--- src/rtl/z80_bus_ctrl.sv ---
// Z80 bus controller: decodes tv80 memory/IO cycles into ROM, banked RAM and 6850 SIO
// strobes, muxes the CPU read bus and inserts programmable wait states.
module z80_bus_ctrl #(
  parameter int                   ROM_ADDR_WIDTH = 13,
  parameter int                   BANK_BITS      = 2,
  parameter int                   WIN_BITS       = 14,
  parameter logic [15-WIN_BITS:0] WIN_SEL        = 2'b11,
  parameter logic [7:0]           IO_CTRL_PORT   = 8'h40,
  parameter logic [7:0]           IO_SIO_BASE    = 8'h80,
  parameter int                   MEM_WAIT       = 0,
  parameter int                   IO_WAIT        = 1
) (
  input  logic                    clk,
  input  logic                    reset_n,
  input  logic [15:0]             addr,
  input  logic                    mreq_n,
  input  logic                    iorq_n,
  input  logic                    rd_n,
  input  logic                    wr_n,
  input  logic                    m1_n,
  input  logic                    rfsh_n,
  input  logic [7:0]              cpu_dout,
  output logic [7:0]              cpu_din,
  output logic                    wait_n,
  input  logic [7:0]              rom_dout,
  input  logic [7:0]              ram_dout,
  input  logic [7:0]              sio_dout,
  output logic                    rom_rd,
  output logic                    ram_rd,
  output logic                    ram_we,
  output logic [16+BANK_BITS-1:0] ram_addr,
  output logic                    sio_rd,
  output logic                    sio_we,
  output logic                    sio_addr,
  output logic                    rom_on
);

  localparam logic [3:0]  MEM_W     = 4'(MEM_WAIT);
  localparam logic [3:0]  IO_W      = 4'(IO_WAIT);
  localparam logic [16:0] ROM_LIMIT = 17'd1 << ROM_ADDR_WIDTH;

  logic                 mem_cyc_s, io_cyc_s, inta_s, req_s, start_s;
  logic                 req_r, io_done_r, rom_on_r;
  logic [3:0]           wait_cfg_s, cnt_r;
  logic [BANK_BITS-1:0] bank_r;
  logic                 wait_n_s, io_go_s;
  logic                 rom_hit_s, rom_sel_s, win_hit_s, sio_hit_s, ctrl_hit_s;
  logic [7:0]           status_s, din_s;
  logic                 unused_s;

  assign mem_cyc_s  = ~mreq_n & rfsh_n;
  assign io_cyc_s   = ~iorq_n & m1_n;
  assign inta_s     = ~iorq_n & ~m1_n;
  assign req_s      = mem_cyc_s | io_cyc_s;
  assign start_s    = req_s & ~req_r;
  assign wait_cfg_s = mem_cyc_s ? MEM_W : IO_W;

  // Reset forces wait_n high at once, without waiting for the counter to clear.
  assign wait_n_s = ~reset_n | ~((start_s & (wait_cfg_s != 4'd0)) | (cnt_r != 4'd0));
  assign io_go_s  = reset_n & io_cyc_s & wait_n_s & ~io_done_r;

  assign rom_hit_s  = ({1'b0, addr} < ROM_LIMIT);
  assign rom_sel_s  = rom_on_r & rom_hit_s;
  assign win_hit_s  = (addr[15:WIN_BITS] == WIN_SEL);
  assign sio_hit_s  = (addr[7:1] == IO_SIO_BASE[7:1]);
  assign ctrl_hit_s = (addr[7:0] == IO_CTRL_PORT);
  assign unused_s   = ^cpu_dout;

  assign rom_rd   = mem_cyc_s & ~rd_n & rom_sel_s;
  assign ram_rd   = mem_cyc_s & ~rd_n & ~rom_sel_s;
  assign ram_we   = mem_cyc_s & ~wr_n & wait_n_s;
  assign ram_addr = win_hit_s ? {bank_r, addr} : {{BANK_BITS{1'b0}}, addr};
  assign sio_rd   = io_go_s & sio_hit_s & ~rd_n;
  assign sio_we   = io_go_s & sio_hit_s & ~wr_n;
  assign sio_addr = addr[0];
  assign wait_n   = wait_n_s;
  assign rom_on   = rom_on_r;
  assign cpu_din  = din_s;

  // Control-port status byte: overlay-disabled flag on top, bank in the low bits.
  always_comb begin
    status_s                  = 8'h00;
    status_s[7]               = ~rom_on_r;
    status_s[BANK_BITS-1:0]   = bank_r;
  end

  // CPU read-data mux.
  always_comb begin
    din_s = 8'hFF;
    if (inta_s) begin
      din_s = 8'hFF;
    end else if (mem_cyc_s) begin
      if (rom_sel_s) din_s = rom_dout;
      else           din_s = ram_dout;
    end else if (io_cyc_s) begin
      if (sio_hit_s)       din_s = sio_dout;
      else if (ctrl_hit_s) din_s = status_s;
      else                 din_s = 8'hFF;
    end else begin
      din_s = 8'hFF;
    end
  end

  // Cycle-start edge detect and one-strobe-per-IO-access tracking.
  always_ff @(posedge clk or negedge reset_n) begin
    if (!reset_n) begin
      req_r     <= 1'b0;
      io_done_r <= 1'b0;
    end else begin
      req_r <= req_s;
      if (!req_s)       io_done_r <= 1'b0;
      else if (io_go_s) io_done_r <= 1'b1;
      else              io_done_r <= io_done_r;
    end
  end

  // Wait-state counter: the start cycle is the first low cycle, so load W-1.
  always_ff @(posedge clk or negedge reset_n) begin
    if (!reset_n) begin
      cnt_r <= 4'd0;
    end else if (start_s && (wait_cfg_s != 4'd0)) begin
      cnt_r <= wait_cfg_s - 4'd1;
    end else if (cnt_r != 4'd0) begin
      if (req_s) cnt_r <= cnt_r - 4'd1;
      else       cnt_r <= 4'd0;
    end else begin
      cnt_r <= cnt_r;
    end
  end

  // Control register: overlay disable is sticky until reset; bank applies from the next clock.
  always_ff @(posedge clk or negedge reset_n) begin
    if (!reset_n) begin
      rom_on_r <= 1'b1;
      bank_r   <= {BANK_BITS{1'b0}};
    end else if (io_go_s && ctrl_hit_s && !wr_n) begin
      rom_on_r <= rom_on_r & ~cpu_dout[7];
      bank_r   <= cpu_dout[BANK_BITS-1:0];
    end else begin
      rom_on_r <= rom_on_r;
      bank_r   <= bank_r;
    end
  end

endmodule

--- config.mk ---
export PLATFORM = sky130hd
export DESIGN_NAME = z80_bus_ctrl
export DESIGN_NICKNAME = d
export VERILOG_FILES = /design/src/rtl/z80_bus_ctrl.sv
export SDC_FILE = /design/constraint.sdc
export NUM_CORES = 1
export LEC_CHECK = 0
export BUFFER_PORTS_ARGS = -buffer_cell sky130_fd_sc_hd__buf_2
export CORE_UTILIZATION = 37
export DETAILED_ROUTE_END_ITERATION = 8
export PLACE_DENSITY = 0.89
export SYNTH_ARGS = -nofsm -noshare
export SYNTH_HDL_FRONTEND = slang
export SYNTH_SLANG_ARGS = --single-unit
--- constraint.sdc ---
create_clock -name clk -period 2.36 [get_ports clk]
set_clock_uncertainty 0.15 [all_clocks]
set_input_delay 0.59 -clock clk [delete_from_list [all_inputs] [get_ports clk]]
set_output_delay 0.59 -clock clk [all_outputs]
set_load 0.05 [all_outputs]
Word-level counts from Yosys, hierarchy flattened. Cells that the tools add are included.

Bits in registers: 9. Bits of input ports: 56. Output and inout port bits: 34. Logic and storage cells: 65.

Add/subtract/negate cells: 2. Order comparisons: 1. Equality and inequality tests: 4. Multiplexer cells: 13. Bitwise operators: 33. Reduce and logical (&&, ||, !) cells: 7.

Operator list (count): $mux W8 (6); $and A1 B1 Y1 (18); $mux W18 (1); $lt A16 B14 Y1 const B (1); $mux W4 (3); $not A1 Y1 (12); $eq A8 B7 Y1 const B (1); $reduce_bool A4 Y1 (2); $eq A7 B7 Y1 const B (1); $sub A4 B1 Y4 const B (1); $logic_and A1 B1 Y1 (3); $mux W1 (3); $or A1 B1 Y1 (3); $eq A2 B2 Y1 const B (1); $ne A2 B1 Y1 const B (1); $reduce_bool A2 Y1 (1); $sub A1 B1 Y2 const B (1); $logic_not A1 Y1 (1).

Depth between registers and ports, before layout.
Depth in word-level cells: 12. Gate-level depth with buffers: 6. Depth with buffers taken out: 6.

Worst setup path before layout. No wires, ideal clock.

Kind: reg2out. Start: register rom_on_r (netlist: rom_on). End: output port rom_rd. Arrival: 2424 ps. Required time: 1620 ps. Path slack: -804 ps. Cell stages (with the launch flop): 4. Buffers on the path: 1. Cell sequence: dfstp_2 -> nor4b_4 -> buf_4 -> nor3b_1.

Word-level cells in the longest chain between the ends: 2.

RTL lines: start, declared (RTL line 43) `logic req_r, io_done_r, rom_on_r;`; start signal, assigned (RTL line 137) `rom_on_r <= rom_on_r & ~cpu_dout[7];`; start signal, assigned (RTL line 140) `rom_on_r <= rom_on_r;`; $and A1 B1 Y1 (RTL line 63) `assign rom_sel_s = rom_on_r & rom_hit_s;`; $and A1 B1 Y1 (RTL line 69) `assign rom_rd = mem_cyc_s & ~rd_n & rom_sel_s;`; end, declared (RTL line 28) `output logic rom_rd,`.

No other way between the ends.

Final worst setup path.
Start: register cnt_r[0]. End: output port sio_rd.

Word-level cells in the longest chain between the ends: 8.

RTL lines: start, declared (RTL line 44) `logic [3:0] wait_cfg_s, cnt_r;`; start signal, assigned (RTL line 122) `cnt_r <= wait_cfg_s - 4'd1;`; start signal, assigned (RTL line 124) `if (req_s) cnt_r <= cnt_r - 4'd1;`; start signal, assigned (RTL line 127) `cnt_r <= cnt_r;`; $reduce_bool A4 Y1 (RTL line 59) `assign wait_n_s = ~reset_n | ~((start_s & (wait_cfg_s != 4'd0)) | (cnt_r != 4'd0));`; $or A1 B1 Y1 (RTL line 59); $not A1 Y1 (RTL line 59); $or A1 B1 Y1 (RTL line 59); $and A1 B1 Y1 (2 in series) (RTL line 60) `assign io_go_s = reset_n & io_cyc_s & wait_n_s & ~io_done_r;`; $and A1 B1 Y1 (2 in series) (RTL line 73) `assign sio_rd = io_go_s & sio_hit_s & ~rd_n;`; end, declared (RTL line 32) `output logic sio_rd,`.

No other way between the ends.

==> results by group <==
Logic synthesis
  • Area leader, netlist: dfrtp_1
  • Post-synthesis register bit count: 9
  • Post-synth top area share: 0.209
  • Cell count after synthesis: around 110
  • Number of synthesized flops with an enable pin: 0
  • Cell Area, Synth: 960 sq um
  • Most common cell in the synthesized netlist: buf_4
  • Main flop type after synthesis: dfrtp_1
  • Synth cell count leaders: buf_4, a211oi_1, nor2_1
  • YS warnings: 0
  • Post-synthesis async set-or-reset flop share: 1.00
  • Mapped Avg Cell Area: roughly 8.4 sq um
  • Syn Nets: 172
  • Top cells by area, synth: dfrtp_1, buf_4, a211oi_1, mux2i_1, nor2b_1
  • Register area share after synthesis: 0.236
  • Distinct cells, synth: 35

Detailed routing
  • Final WL: roughly 3500 um
  • Drc violations: 0
  • Vias per cell: 5.14
  • DR iter-0 viols: 14
  • Routed length per instance: between 10 and 15 um
  • DR vias: 1218
  • Post-route antenna net violation count: 0
  • DRT Pass-1 Iters: 4

Critical path
  • Crit Path Category: reg2out
  • Critical path launch point type: flop
  • R2r worst-path depth: 9
  • Reg-to-reg endpoint: bank_r[1]$_DFFE_PN0P_
  • Critical Path End Type: output pin
  • CP Data Arrival Time: 2.04 ns
  • WP data required: 1.62 ns
  • Worst r2r src: cnt_r[0]$_DFFE_PN0N_
  • Reg-to-reg slack, setup: 0.10 ns
  • CP max FO: 2

Final layout
  • Layout area overhead: 93.4%
  • Fillers: about 170
  • Layout Nets: 266
  • Diodes inserted: 0
  • Post-route design area: ~1900 sq um
  • Util after Layout: 0.756
  • Fraction of layout cells with a size suffix above 1: 0.778
  • Final instance count without filler cells: 237

Floorplanning
  • Row count: 18
  • Core box area: 2450 sq um
  • Die H: ~53 um
  • Chip Width: 52.9 um
  • Initial Util: 0.391
  • IO Count: 90
  • DIE AREA: 2800 sq um

Global route
  • Overall Global Routing Usage: 0.256
  • Number of global-route vias before repair: 1216
  • Congestion Overflow GR: 0
  • Global-route wire length before repair: 5170 um
  • Largest net degree at the start of global routing: 12
  • Initial antenna violation count: 0

Clocking
  • CTS root buf: clkbuf_4
  • Clock transition at path regs: 0.07 ns
  • Clock latency on the worst-skew pair: 0.27 ns
  • Clock buffer count from CTS: 3
  • Htree depth: 1
  • Clock buffer depth: 2
  • CTS tree: built
  • CTS sink cnt: 9

Power and ir drop
  • LEAKAGE: ~0.92 nW
  • Max VDD drop: 618 uV
  • Pwr dens: approximately 530 nW/um^2

Timing
  • Final period utilization: 1.18
  • Max frequency: 359 MHz
  • Final max-slew violation count: 0
  • Post-route setup slack: -0.424 ns
  • Normalized max-slew margin: 0.808
  • Post-layout min period: between 2 and 3 ns
  • Actual slew at the worst max-slew pin: 0.287 ns
  • RSZ-0062 raised after global routing: yes
  • Endpoints failing hold: 0
  • Worst hold slack: 0.109 ns
  • Setup violators final: 14

Place
  • IO Port Bufs: 74
  • Routability cong.: 0.872
  • Pre-CTS setup slack: -0.350 ns
  • Placed cell area: 1510 sq um
  • Final HPWL DP: between 2000 and 2500 um
  • DP Cell Count: between 200 and 250

Run status
  • Failing checks: negative setup slack
  • Status: finished with violations

Job
  • Max-Cap Viols: 0

Worst hold path
  • Min-Delay Path Class: in2async
==> state kept, by name (all words and copies together), names as in the netlist <==
signal / count
bank_r: 2
req_r: 1
io_done_r: 1
rom_on: 1
cnt_r: 4
==> repair_timing <==
action	4_1_cts	5_1_grt
gates resized for setup	50	12
cloned	1	0
setup endpoints to repair	13	14
hold buffers	0	0
pin swaps	6	4
buffers inserted	7	2
==> layout by cell type (no fill, tap or decap), types with 2 or more instances in the layout <==
cell type,instances
a211oi_2,9
a211oi_4,2
a21oi_1,2
a22oi_2,3
and3_1,2
buf_2,60
buf_4,30
buf_6,19
clkbuf_4,3
dfrtp_1,8
inv_2,3
mux2_2,2
mux2i_1,3
mux2i_2,2
nand2_1,6
nor2_1,7
nor2_4,2
nor2b_1,6
nor3_4,2
nor3b_4,2
o22ai_2,5
xnor2_1,2
==> metrics by stage <==
| step | total power, mW | setup TNS, ns |
|---|---|---|
| 4_1_cts | 0.963 | -2.21 |
| 6_report | 0.983 | -2.47 |
| 5_1_grt | 1.03 | -3.27 |
| 3_3_place_gp | 0.719 | -3.02 |
| 3_5_place_dp | 0.736 | -3.40 |
| 2_1_floorplan | 0.559 | -2.25 |
==> power breakdown <==
group | internal [mW] | switching, mW
registers | 0.186 | 0.0280
logic | 0.316 | 0.327
clock network | 0.0627 | 0.0637
==> worst max-delay path: stages (launching register included) <==
cell and delay [ns]:
dfrtp_1 0.40, inv_2 0.09, ha_4 0.14, nor3b_4 0.20
o2111ai_2 0.17, or4_4 0.49, nor2_4 0.14, buf_8 0.15
==> routing by layer <==
| metal | vias up | share of wire | global-route usage |
|---|---|---|---|
| met2 | 45 | 0.57 | 0.498 |
| met3 | 6 | 0.048 | 0.0230 |
| met5 | - | 0 | 0 |
| met1 | 582 | 0.37 | 0.272 |
| li1 | 585 | - | - |
| met4 | 0 | 0.013 | 0.118 |
==> worst max path at each step <==
stage                              start         end  slack (ns)  cells after the start
global route        cnt_r[0]$_DFFE_PN0N_      sio_rd       -0.49                      7
global placement                  iorq_n      sio_we       -0.32                      6
detailed placement               addr[7]  cpu_din[0]       -0.35                      7
CTS                 cnt_r[0]$_DFFE_PN0N_      sio_rd       -0.39                      7
floorplan           cnt_r[0]$_DFFE_PN0N_      ram_we       -0.22                      5
finish              cnt_r[0]$_DFFE_PN0N_      sio_rd       -0.42                      7
==> kinds of logic (layout without fill, tap and decap cells) <==
| kind of cell | count (synthesis) | count (layout) | synth area share |
|---|---|---|---|
| XOR/XNOR | 2 | 2 | 0.0183 |
| AND/OR/NAND/NOR | 40 | 40 | 0.250 |
| AO/OA/AOI/OAI | 28 | 28 | 0.214 |
| adder cells (fa/ha/maj) | 2 | 2 | 0.0261 |
| buffers and inverters | 25 | 118 | 0.169 |
| flip-flops | 9 | 9 | 0.236 |
| multiplexers | 8 | 8 | 0.0861 |
==> layout make-up <==
class | count | area [sq um] | area share
Multi-Input combinational cell | 80 | 795 | 0.428
Timing Repair Buffer | 110 | 754 | 0.407
Sequential cell | 9 | 226 | 0.122
Tap cell | 30 | 37.5 | 0.0202
Clock buffer | 3 | 22.5 | 0.0121
Inverter | 4 | 15.0 | 0.00809
Clock inverter | 1 | 5.00 | 0.00270
Power figures use the tool's default switching activity.
